### config.mk
export PLATFORM = sky130hd
export DESIGN_NAME = mult_datapath
export DESIGN_NICKNAME = d
export VERILOG_FILES = /design/src/rtl/mult_pkg.sv /design/src/rtl/mult4x4.sv /design/src/rtl/mult_datapath.sv
export SDC_FILE = /design/constraint.sdc
export NUM_CORES = 1
export LEC_CHECK = 0
export BUFFER_PORTS_ARGS = -buffer_cell sky130_fd_sc_hd__buf_2
export CAP_MARGIN = 0
export CORE_UTILIZATION = 39
export CTS_BUF_LIST = sky130_fd_sc_hd__clkbuf_4
export CTS_CLUSTER_DIAMETER = 120
export DETAILED_ROUTE_END_ITERATION = 10
export PLACE_DENSITY = 0.58
export SLEW_MARGIN = 0
export SYNTH_ARGS = -nofsm -noshare
export SYNTH_HDL_FRONTEND = slang
export SYNTH_HIERARCHICAL = 1
export SYNTH_SLANG_ARGS = --single-unit
export TNS_END_PERCENT = 10
### constraint.sdc
create_clock -name clk -period 6.1 [get_ports clk]
set_input_delay 1.22 -clock clk [delete_from_list [all_inputs] [get_ports clk]]
set_output_delay 1.22 -clock clk [all_outputs]
set_load 0.02 [all_outputs]
### src/rtl/mult_pkg.sv
// Shared widths and control encodings for the sequential 8x8 multiplier datapath.
package mult_pkg;
    localparam int OP_W  = 8;
    localparam int NIB_W = 4;
    localparam int ACC_W = 16;
    localparam int CNT_W = 2;

    localparam logic [1:0] SEL_LL = 2'b00;
    localparam logic [1:0] SEL_LH = 2'b01;
    localparam logic [1:0] SEL_HL = 2'b10;
    localparam logic [1:0] SEL_HH = 2'b11;

    localparam logic [1:0] SH_0   = 2'b00;
    localparam logic [1:0] SH_4   = 2'b01;
    localparam logic [1:0] SH_8   = 2'b10;
    localparam logic [1:0] SH_RSV = 2'b11;

    // Zero-extend the nibble product and place it; the reserved code yields no contribution.
    function automatic logic [ACC_W-1:0] shift_pp(input logic [2*NIB_W-1:0] pp,
                                                  input logic [1:0]         sh);
        logic [ACC_W-1:0] ext;
        ext = {{(ACC_W-2*NIB_W){1'b0}}, pp};
        case (sh)
            SH_0:    shift_pp = ext;
            SH_4:    shift_pp = ext << NIB_W;
            SH_8:    shift_pp = ext << (2*NIB_W);
            SH_RSV:  shift_pp = '0;
            default: shift_pp = '0;
        endcase
    endfunction
endpackage

### src/rtl/mult4x4.sv
// Combinational 4x4 unsigned multiplier used for one nibble partial product per step.
module mult4x4
    import mult_pkg::*;
(
    input  logic [NIB_W-1:0]   a_i,
    input  logic [NIB_W-1:0]   b_i,
    output logic [2*NIB_W-1:0] p_o
);

    assign p_o = {{NIB_W{1'b0}}, a_i} * {{NIB_W{1'b0}}, b_i};

endmodule

### src/rtl/mult_datapath.sv
// Datapath of the sequential 8x8 multiplier: operand capture, nibble mux, shift/accumulate, step count.
// Optional MULT_RESULT_HOLD_EN adds a result register so product keeps the last completed result.
module mult_datapath
    import mult_pkg::*;
#(
    parameter int OP_W  = mult_pkg::OP_W,
    parameter int ACC_W = mult_pkg::ACC_W
) (
    input  logic              clk,
    input  logic              reset_a,
    input  logic [OP_W-1:0]   dataa,
    input  logic [OP_W-1:0]   datab,
    input  logic [1:0]        input_sel,
    input  logic [1:0]        shift_sel,
    input  logic              clk_ena,
    input  logic              sclr_n,
    input  logic              done,
    output logic [CNT_W-1:0]  count,
    output logic [ACC_W-1:0]  product,
    output logic              result_valid
);

    logic [OP_W-1:0]    a_q, a_d;
    logic [OP_W-1:0]    b_q, b_d;
    logic [ACC_W-1:0]   acc_q, acc_d;
    logic [CNT_W-1:0]   cnt_q, cnt_d;
    logic               rv_q, rv_d;

    logic [NIB_W-1:0]   nib_a, nib_b;
    logic [2*NIB_W-1:0] pp;
    logic [ACC_W-1:0]   term;

    // input_sel[1] picks the A nibble, input_sel[0] the B nibble.
    always_comb begin
        nib_a = a_q[NIB_W-1:0];
        nib_b = b_q[NIB_W-1:0];
        case (input_sel)
            SEL_LL: begin nib_a = a_q[NIB_W-1:0];    nib_b = b_q[NIB_W-1:0];    end
            SEL_LH: begin nib_a = a_q[NIB_W-1:0];    nib_b = b_q[OP_W-1:NIB_W]; end
            SEL_HL: begin nib_a = a_q[OP_W-1:NIB_W]; nib_b = b_q[NIB_W-1:0];    end
            SEL_HH: begin nib_a = a_q[OP_W-1:NIB_W]; nib_b = b_q[OP_W-1:NIB_W]; end
            default: ;
        endcase
    end

    mult4x4 u_mult4x4 (
        .a_i (nib_a),
        .b_i (nib_b),
        .p_o (pp)
    );

    assign term = shift_pp(pp, shift_sel);

    // Clear outranks accumulate, and clear outranks done for result_valid.
    always_comb begin
        a_d   = a_q;
        b_d   = b_q;
        acc_d = acc_q;
        cnt_d = cnt_q;
        rv_d  = rv_q;
        if (!sclr_n) begin
            a_d   = dataa;
            b_d   = datab;
            acc_d = '0;
            cnt_d = '0;
            rv_d  = 1'b0;
        end else begin
            if (clk_ena) begin
                acc_d = acc_q + term;
                cnt_d = cnt_q + 1'b1;
            end
            if (done) rv_d = 1'b1;
        end
    end

    always_ff @(posedge clk or negedge reset_a) begin
        if (!reset_a) begin
            a_q   <= '0;
            b_q   <= '0;
            acc_q <= '0;
            cnt_q <= '0;
            rv_q  <= 1'b0;
        end else begin
            a_q   <= a_d;
            b_q   <= b_d;
            acc_q <= acc_d;
            cnt_q <= cnt_d;
            rv_q  <= rv_d;
        end
    end

`ifdef MULT_RESULT_HOLD_EN
    logic [ACC_W-1:0] res_q, res_d;

    always_comb begin
        res_d = res_q;
        if (done) res_d = acc_q;
    end

    always_ff @(posedge clk or negedge reset_a) begin
        if (!reset_a) res_q <= '0;
        else          res_q <= res_d;
    end

    assign product = res_q;
`else
    assign product = acc_q;
`endif

    assign count        = cnt_q;
    assign result_valid = rv_q;

endmodule

Yosys cells after proc, flatten, opt, wreduce, memory -nomap -nowiden --
Index checks and enable logic that the tools add are counted.
Operators by class: $add $sub $neg 2, multiply operators 1, muxes and demuxes 9, equal/unequal tests 8, reductions and logical operators 6
Operators by type and width (count):
- 16-bit case mux with 4 select lines | 1
- 16-bit two-way mux | 2
- 16-bit adder | 1
- 4-bit case mux with 2 select lines | 2
- 2-bit equality test (second input constant) | 4
- 4-bit by 4-bit multiplier with 8-bit output | 1
- 2-bit OR reduction | 4
- 2-bit by 1-bit equality test with 1-bit output (second input constant) | 2
- 2-bit zero test | 2
- 2-bit two-way mux | 2
- 2-bit by 1-bit adder with 2-bit output (second input constant) | 1
- 1-bit two-way mux | 2
- 2-bit by 1-bit inequality test with 1-bit output (second input constant) | 1
- 2-bit inequality test (second input constant) | 1
Word-level totals: register bits after elaboration 35, word-level logic and storage cells 31, input port bits 25, output and inout bits 19

Logic depth before layout (Yosys ltp) --
Gate-level depths: netlist (run 1).
word-level depth 8, mapped depth 17, depth with buffers taken out 17

By module --
The synthesis (run 1) kept the hierarchy.
Modules (own cells, without submodules):
- mult_datapath | area an instance 2373.5 sq um, seq. area each 875.8 sq um, cells each 235, times used 1
- mult4x4 | area an instance 450.4 sq um, seq. area each 0.0 sq um, cells each 51, times used 1

Worst setup path before layout (run 1) --
No wires, ideal clock.
path type input to register, start point input port input_sel[1], end point register acc_q[12], in the netlist product[12], library setup time 0.131 ns, data arrival time 5.086 ns, stages 17, setup slack 0.883 ns, path buffers 0, data required time 5.969 ns, cell sequence mux2_2 nand2_1 fa_1 inv_1 fa_1 ha_1 a21o_1 a21oi_1 xnor2_1 mux2i_1 nor2_1 ha_1 and3_2 a221oi_4 nor4_2 o21a_1 or3b_1
On the way: word-level cells in the longest chain between the ends 8, elaborated cells on any way between the ends 15, classes of those cells 1 x add/sub; 1 x mul; 3 x eq/ne; 5 x mux; 5 x reduce/logical
Ends and longest elaborated chain:
- from (decl) | RTL line mult_datapath.sv:13 | input logic [1:0] input_sel,
- 2-bit equality test (tied with other cells) | RTL line mult_datapath.sv:37 | case (input_sel)
- 2-bit OR reduction (no source line)
- 4-bit case mux with 2 select lines | RTL line mult_datapath.sv:37
- 4-bit by 4-bit multiplier with 8-bit output * | RTL line mult4x4.sv:10 | assign p_o = {{NIB_W{1'b0}}, a_i} * {{NIB_W{1'b0}}, b_i};
- named net pp[5] | RTL line mult_datapath.sv:30 | logic [2*NIB_W-1:0] pp;
- 16-bit case mux with 4 select lines * | RTL line mult_pkg.sv:23 | case (sh)
- 16-bit adder * | RTL line mult_datapath.sv:69 | acc_d = acc_q + term;
- 16-bit two-way mux * | RTL line mult_datapath.sv:68 | if (clk_ena) begin
- 16-bit two-way mux * | RTL line mult_datapath.sv:61 | if (!sclr_n) begin
- to (signal assigned) | RTL line mult_datapath.sv:80 | acc_q <= '0;
- to (signal assigned) | RTL line mult_datapath.sv:86 | acc_q <= acc_d;
- to (decl) | RTL line mult_datapath.sv:25 | logic [ACC_W-1:0] acc_q, acc_d;
The timed path passes the listed nets; every way through them passes the cells marked *. The select of a mux whose other input is x is not followed. A chain may end at the register's enable or synchronous reset.

Worst setup path after layout (run 1) --
start point input port input_sel[1], end point register acc_q[12], in the netlist product[12]
On the way: word-level cells in the longest chain between the ends 8, elaborated cells on any way between the ends 15, classes of those cells 1 x add/sub; 1 x mul; 3 x eq/ne; 5 x mux; 5 x reduce/logical
Ends and longest elaborated chain:
- 2-bit equality test (tied with other cells) | RTL line mult_datapath.sv:37
- 2-bit OR reduction (no source line)
- 4-bit case mux with 2 select lines * | RTL line mult_datapath.sv:37
- named net nib_a[0] | RTL line mult_datapath.sv:29 | logic [NIB_W-1:0] nib_a, nib_b;
- 4-bit by 4-bit multiplier with 8-bit output * | RTL line mult4x4.sv:10
- named net pp[7] | RTL line mult_datapath.sv:30
- 16-bit case mux with 4 select lines * | RTL line mult_pkg.sv:23
- 16-bit adder * | RTL line mult_datapath.sv:69
- 16-bit two-way mux * | RTL line mult_datapath.sv:68
- 16-bit two-way mux * | RTL line mult_datapath.sv:61
Marked as above.

==> metrics, run 1 <==
gr usage total 18.06%; Largest stage delay, worst path 530 ps; clk sinks 35; Finish-stage setup viols 0; Rows 30; first-pass GRT wire length 10740 um; DIE WIDTH 87.10 um; Top FF cell, synth dfrtp_1; top post-synthesis cells by area dfrtp_1, ha_1, mux2_2; IO buf count 43; Seq/Total Area, Yosys 31.01%; DRT iter0 DRCs 64; Mapped Area 2824 sq um; Mapped Avg Cell Area 9.874 sq um; hold crit path type reg2reg; Routed Wire Length 6338 um; grt ovf 0; Layout area overhead 13.78%; Final period util 84.52%; share of the synthesized area in the top cell type 31.01%; vias per cell 5.336; Data arrival, critical path 5400 ps; final hold slack 489.0 ps; number of inserted diodes 0; Core ar. 6907 sq um; CP Class in2reg; crit path capture type flop; Ports 44; Max-cap violations 0; Synth area leader dfrtp_1; Max Clk Rate 194.0 MHz; DRT antenna net count 0; H-tree depth 2; largest net degree at the start of global routing 39; Clk Latency, worst-skew pair 350 ps; Net Count, Synth 343; CP top delay family adder cells; via count 2268; list of most frequent post-synthesis cells dfrtp_1, ha_1, nand2_1; Non-Filler Instances 425; Layout fillers 699; DRC violations left 0; Final Hold Vio Count 0; DIE HEIGHT 87.10 um; Yosys reg bits 35; initial antenna violation count 0; Die Area 7586 sq um; worst path bufs/invs 2; slew at the pin with the worst max-slew slack 816.0 ps; slew margin rel. 45.60%; Synth cell types 48; CP Launch Type primary input; LEAKAGE 1.596 nW; Max Slew Vio Count 0; WL/cell 14.91 um; dpl cells 417; Final Skew 9.973 ps; DP HPWL 4864 um; layout cells sized above 1 24.01%; CTS Buf Count 5; Post-synth ARST share 100.0%; routability cong. 0.8890; CTS clock-pin slew for the worst setup and hold paths 120 ps; setup TNS 0 ps; CP cell instances buf_2, mux2_2, nand2_1, fa_1, inv_1, fa_1, ha_1, a211oi_2, nor4b_1, nand4b_1, mux2i_1, nor2_1, ha_1, a21oi_1, o22ai_1, o21a_1, a22oi_1, or3b_1; worst-path maximum fanout 5; RSZ-0062 raised after global routing no; outcome completed; worst vdd ir 144.5 uV; synthesis warning total 6; most common cell in the netlist dfrtp_1; total chip power 0.8374 mW; Post-Syn Instances 286; hold-fix buffers at CTS 0; CP required 6340 ps; # nets final 385; CTS tree built; initial core utilization 40.89%; EDFF count, synth 0; Root Driver clkbuf_4; post-cts resize count 0; CTS max path bufs 2; Setup Fix Bufs, Post-CTS 0; vias in the first global route 2272; First-pass DRT Iterations 5; Critical Path Slowest Stage Cell fa_1; PwrDens 260.6 nW/um^2; Tmin final 5156 ps
==> worst reg2reg max path: cells and delay by family (launching register included) <==
kind / cells / cell delay, ps
fa+ha+maj: 4 / 1740
compound gates: 5 / 1030
simple gates: 5 / 800
flops: 1 / 380
mux: 2 / 360
buf+inv: 1 / 50
==> cell families (layout without fill, tap and decap cells) <==
| logic type | after synthesis | in the layout | synth area share [%] |
|---|---|---|---|
| XOR/XNOR | 13 | 13 | 4.032 |
| adder cells (fa/ha/maj) | 32 | 32 | 15.51 |
| AND/OR/NAND/NOR | 97 | 97 | 18.87 |
| AO/OA/AOI/OAI | 58 | 58 | 14.53 |
| buffers and inverters | 14 | 57 | 1.861 |
| flip-flops | 35 | 35 | 31.01 |
| multiplexers | 37 | 37 | 14.18 |
==> report_power, final <==
group / total, mW / leakage (nW) / internal [mW] / switching (mW)
Clock: 0.176 / 0.0432 / 0.0865 / 0.0899
Sequential: 0.278 / 0.445 / 0.258 / 0.0198
Combinational: 0.383 / 1.11 / 0.162 / 0.221
==> routing by layer <==
layer  GRT usage (%)  wire [um]  vias up  share of wire (%)
met4           5.961         85        0                1.3
met1           23.01       3033     1088                 48
met2           30.85       3037       41                 48
met3           3.318        181        9                2.9
li1                -          -     1130                  -
met5               0          0        -                  0
==> flip-flops by register name, summed over array words and instances (netlist names) <==
register,count
a_q,8
b_q,8
count,2
product,16
result_valid,1
==> through the flow <==
step	cell area, sq um	util [%]	setup slack [ps]
floorplan	2824	-	882.7
global placement	3133	45.36	598.0
detailed placement	3133	45.36	576.6
CTS	3213	46.52	968.9
global route	3213	46.52	691.4
finish	3213	46.52	944.0
==> layout by cell type (no fill, tap or decap), drive strengths merged, types with 10 or more instances in the layout <==
master  synthesis  layout
mux2i          13      13
ha             27      27
nand2          25      25
buf             5      44
and2           24      24
dfrtp          35      35
nand3          10      10
mux2           24      24
a21oi          14      14
nor2           10      10
==> area by class of cell <==
| class | count | area, sq um | share of cell area [%] |
|---|---|---|---|
| multi-input combinational | 237 | 1896 | 59.00 |
| tap | 96 | 120.1 | 3.738 |
| clock inverter | 3 | 42.54 | 1.324 |
| timing repair buffer | 44 | 222.7 | 6.931 |
| inverter | 5 | 18.77 | 0.5841 |
| clock buffer | 5 | 37.54 | 1.168 |
| sequential | 35 | 875.8 | 27.26 |
==> worst paths after layout <==
kind,startpoint,end,slack [ps],cells past startpoint
max,input_sel[1],product[12]$_DFFE_PN0P_,940,18
min reg2reg,result_valid$_DFFE_PN0P_,result_valid$_DFFE_PN0P_,490,1
min,result_valid$_DFFE_PN0P_,result_valid$_DFFE_PN0P_,490,1
max in group asynchronous,reset_a,product[1]$_DFFE_PN0P_,4640,1
min in group asynchronous,reset_a,product[10]$_DFFE_PN0P_,950,1
max reg2reg,a_q[0]$_DFFE_PN0N_,product[12]$_DFFE_PN0P_,1640,17
Power figures use the tool's default switching activity.
==> run 2, diff against run 1 <==
--- a/config.mk
+++ b/config.mk
@@ -5,6 +5,7 @@
 export SDC_FILE = /design/constraint.sdc
 export NUM_CORES = 1
 export LEC_CHECK = 0
+export ABC_AREA = 1
 export BUFFER_PORTS_ARGS = -buffer_cell sky130_fd_sc_hd__buf_2
 export CAP_MARGIN = 0
 export CORE_UTILIZATION = 39
==> constraint.sdc (replaced) <==
create_clock -name clk -period 4.95 [get_ports clk]
set_input_delay 0.99 -clock clk [delete_from_list [all_inputs] [get_ports clk]]
set_output_delay 0.99 -clock clk [all_outputs]
set_load 0.02 [all_outputs]
==> run 2 against run 1 <==
Largest power group is now sequential cells. Highest routed layer unchanged. Critical endpoint is now product[15]$_DFFE_PN0P_. Non-clock buffer count increased by 6. Clock power about the same. Critical path type unchanged. Core utilization increased by 0.94 points. Clock skew increased by 2.9 ps. Synthesized cell count increased by 50%. Final area increased by 2.6%.
==> metrics, run 2 <==
hold-fix buffers at CTS 0 (unchanged); DRT antenna net count 0 (unchanged); DRC violations left 0 (unchanged); Net Sw Frac 38.35% (was 39.50%); slew margin rel. 44.67% (was 45.60%); layout cells sized above 1 13.90% (was 24.01%); Post-Syn Instances 429 (was 286); Max Clk Rate 220.2 MHz; CP Class in2reg (unchanged); Die Area 7710 sq um (was 7586 sq um); Flop pwr share 43.8% (was 33.2%); Ports 44 (unchanged); Data arrival, critical path 4800 ps (was 5400 ps); vias in the first global route 2506 (was 2272); DP Area 3234 sq um (was 3133 sq um); hold crit path type reg2reg (unchanged); CP Launch Type primary input (unchanged); post-cts resize count 0 (unchanged); CTS tree built (unchanged); Clk Latency, worst-skew pair 350 ps (about the same); Final Cell Area 3296 sq um (was 3213 sq um); clock power share 23.7% (was 21.1%); outcome completed (unchanged); most common cell in the netlist nand2_1 (was dfrtp_1); Root Driver clkbuf_4 (unchanged); DIE WIDTH 87.81 um (was 87.10 um); Synth cell types 29 (was 48); routability cong. 0.8298 (was 0.8890); slew at the pin with the worst max-slew slack 830.0 ps (was 816.0 ps); final hold slack 475.6 ps (was 489.0 ps); via count 2713 (was 2268); PwrDens 222.5 nW/um^2 (was 260.6 nW/um^2); Net Count, Synth 486 (was 343); gr usage total 19.48% (was 18.06%); Seq/Total Area, Yosys 30.50% (was 31.01%); synthesis warning total 6 (unchanged); initial core utilization 41.35% (was 40.89%); number of inserted diodes 0 (unchanged); max FFs per register 16 (unchanged); vias per cell 4.694 (was 5.336); Final period util 91.74%; Switch Pwr 0.2812 mW (was 0.3308 mW); clk sinks 35 (unchanged); Layout area overhead 14.77% (was 13.78%); Final Skew 12.90 ps (was 9.973 ps); Routed Wire Length 6891 um (was 6338 um); WL/cell 11.92 um (was 14.91 um); IO buf count 43 (unchanged); Finish-stage setup viols 0 (unchanged); CP required 5210 ps (was 6340 ps); commonest non-fill, non-tap cell in the layout nand2_1 (was buf_2); Pint 0.4522 mW (was 0.5066 mW); share of the synthesized area in the top cell type 30.50% (was 31.01%); Core ar. 6944 sq um (was 6907 sq um); H-tree depth 2 (unchanged); commonest non-fill, non-tap cells in the layout nand2_1, inv_1, buf_2, dfrtp_1, ha_1 (was buf_2, dfrtp_1, ha_1, nand2_1); worst-path maximum fanout 8 (was 5); first-pass GRT wire length 11670 um (was 10740 um); First-pass DRT Iterations 4 (was 5); Tmin final 4541 ps; Synth area leader dfrtp_1 (unchanged); Max Slew Vio Count 0 (unchanged); RSZ-0062 raised after global routing no (unchanged); CTS max path bufs 2 (unchanged); Top FF cell, synth dfrtp_1 (unchanged); DP HPWL 5376 um (was 4864 um); LEAKAGE 2.098 nW (was 1.596 nW); Rows 30 (unchanged); CTS Buf Count 5 (unchanged); Yosys reg bits 35 (unchanged); largest net degree at the start of global routing 36 (was 39); Max-cap violations 0 (unchanged); combinational power share 32.5% (was 45.7%); Final Hold Vio Count 0 (unchanged); worst vdd ir 100.2 uV (was 144.5 uV); CTS clock-pin slew for the worst setup and hold paths 130 ps (was 120 ps); EDFF count, synth 0 (unchanged); Layout fillers 719 (was 699); top post-synthesis cells by area dfrtp_1, nand2_1, ha_1 (was dfrtp_1, ha_1, mux2_2); initial antenna violation count 0 (unchanged); crit path capture type flop (unchanged); Setup Fix Bufs, Post-CTS 0 (unchanged); grt ovf 0 (unchanged); # nets final 538 (was 385); list of most frequent post-synthesis cells nand2_1, inv_1, dfrtp_1 (was dfrtp_1, ha_1, nand2_1); Mapped Area 2872 sq um (was 2824 sq um); Mapped Avg Cell Area 6.693 sq um (was 9.874 sq um); Post-synth ARST share 100.0% (unchanged); DRT iter0 DRCs 144 (was 64); DIE HEIGHT 87.81 um (was 87.10 um)
[run 2: cell types whose count changed after synthesis, sizes merged, moves of 9 or more]
cell	previous run	this run
nand2	25	171
mux2	24	0
and2	24	1
mux2i	13	0
nor2b	9	0
o21ai	9	23
nor2	10	23
inv	5	76
nand3	10	23
[run 2: path summary, 6_finish.rpt]
path,startpoint,endpoint,cells past startpoint,slack [ps]
worst max-delay path,input_sel[1],product[15]$_DFFE_PN0P_,21,410
worst min-delay path,count[1]$_DFFE_PN0P_,count[1]$_DFFE_PN0P_,1,480
worst max register to register,a_q[0]$_DFFE_PN0N_,product[15]$_DFFE_PN0P_,21,830
worst min register to register,count[1]$_DFFE_PN0P_,count[1]$_DFFE_PN0P_,1,480
max in group asynchronous,reset_a,count[0]$_DFFE_PN0P_,1,3700
min in group asynchronous,reset_a,product[11]$_DFFE_PN0P_,1,720
[run 2: cell type report]
type	instances	area [sq um]	area share, %
Sequential cell	35	875.8	26.58
Tap cell	96	120.1	3.645
Clock buffer	5	37.54	1.139
Inverter	76	285.3	8.656
Clock inverter	3	23.77	0.7213
Multi-Input combinational cell	313	1685	51.14
Timing Repair Buffer	50	267.8	8.125
[run 2: routing by layer]
metal,track usage [%],wire [um],up-vias
li1,-,-,1438
met1,28.99,3662,1207
met2,29.60,2826,62
met3,3.110,342,6
met4,4.173,59,0
met5,0,0,-
[run 2: power groups by stage]
stage / clock (mW) / sequential, mW / combinational (mW)
floorplan: 0 / 0.336 / 0.150
global placement: 0 / 0.327 / 0.236
detailed placement: 0 / 0.327 / 0.237
CTS: 0.182 / 0.321 / 0.239
global route: 0.194 / 0.324 / 0.270
finish: 0.174 / 0.321 / 0.238
[run 2: worst max-delay path, stage by stage]
cell	delay (ps)
buf_2	140
o21ai_0	250
nand2_1	120
fa_1	540
inv_1	50
fa_1	530
fa_1	470
nand3_1	100
nand2_1	60
xor2_1	140
inv_1	100
o22ai_1	230
ha_1	320
nand2_1	120
inv_1	60
nand2_1	70
nand2_1	70
a21oi_1	190
nand3_1	100
nand3_1	80
nand2_1	50
[run 2: through the flow]
step | power [mW] | setup slack [ps] | TNS, ps | util (%) | std cells
after detailed placement | 0.5637 | -3.141 | -3.141 | 46.58 | 570
after floorplan | 0.4856 | 482.9 | 0 | - | 429
after global placement | 0.5630 | 17.22 | 0 | 46.58 | 570
after global routing | 0.7884 | 113.5 | 0 | 47.46 | 578
after CTS | 0.7425 | 382.5 | 0 | 47.46 | 578
final | 0.7334 | 409.0 | 0 | 47.46 | 578
[run 2: cells by family (layout without fill, tap and decap cells)]
logic type                 after synthesis  count (layout)  synth area share (%)
AOI/OAI and AO/OA                       45              45                 8.628
xor gates and xnor gates                 6               6                 1.830
adders and majority gates               32              32                 15.25
buffers and inverters                   81             134                 10.81
DFF                                     35              35                 30.50
and+or+nand+nor                        230             230                 32.99
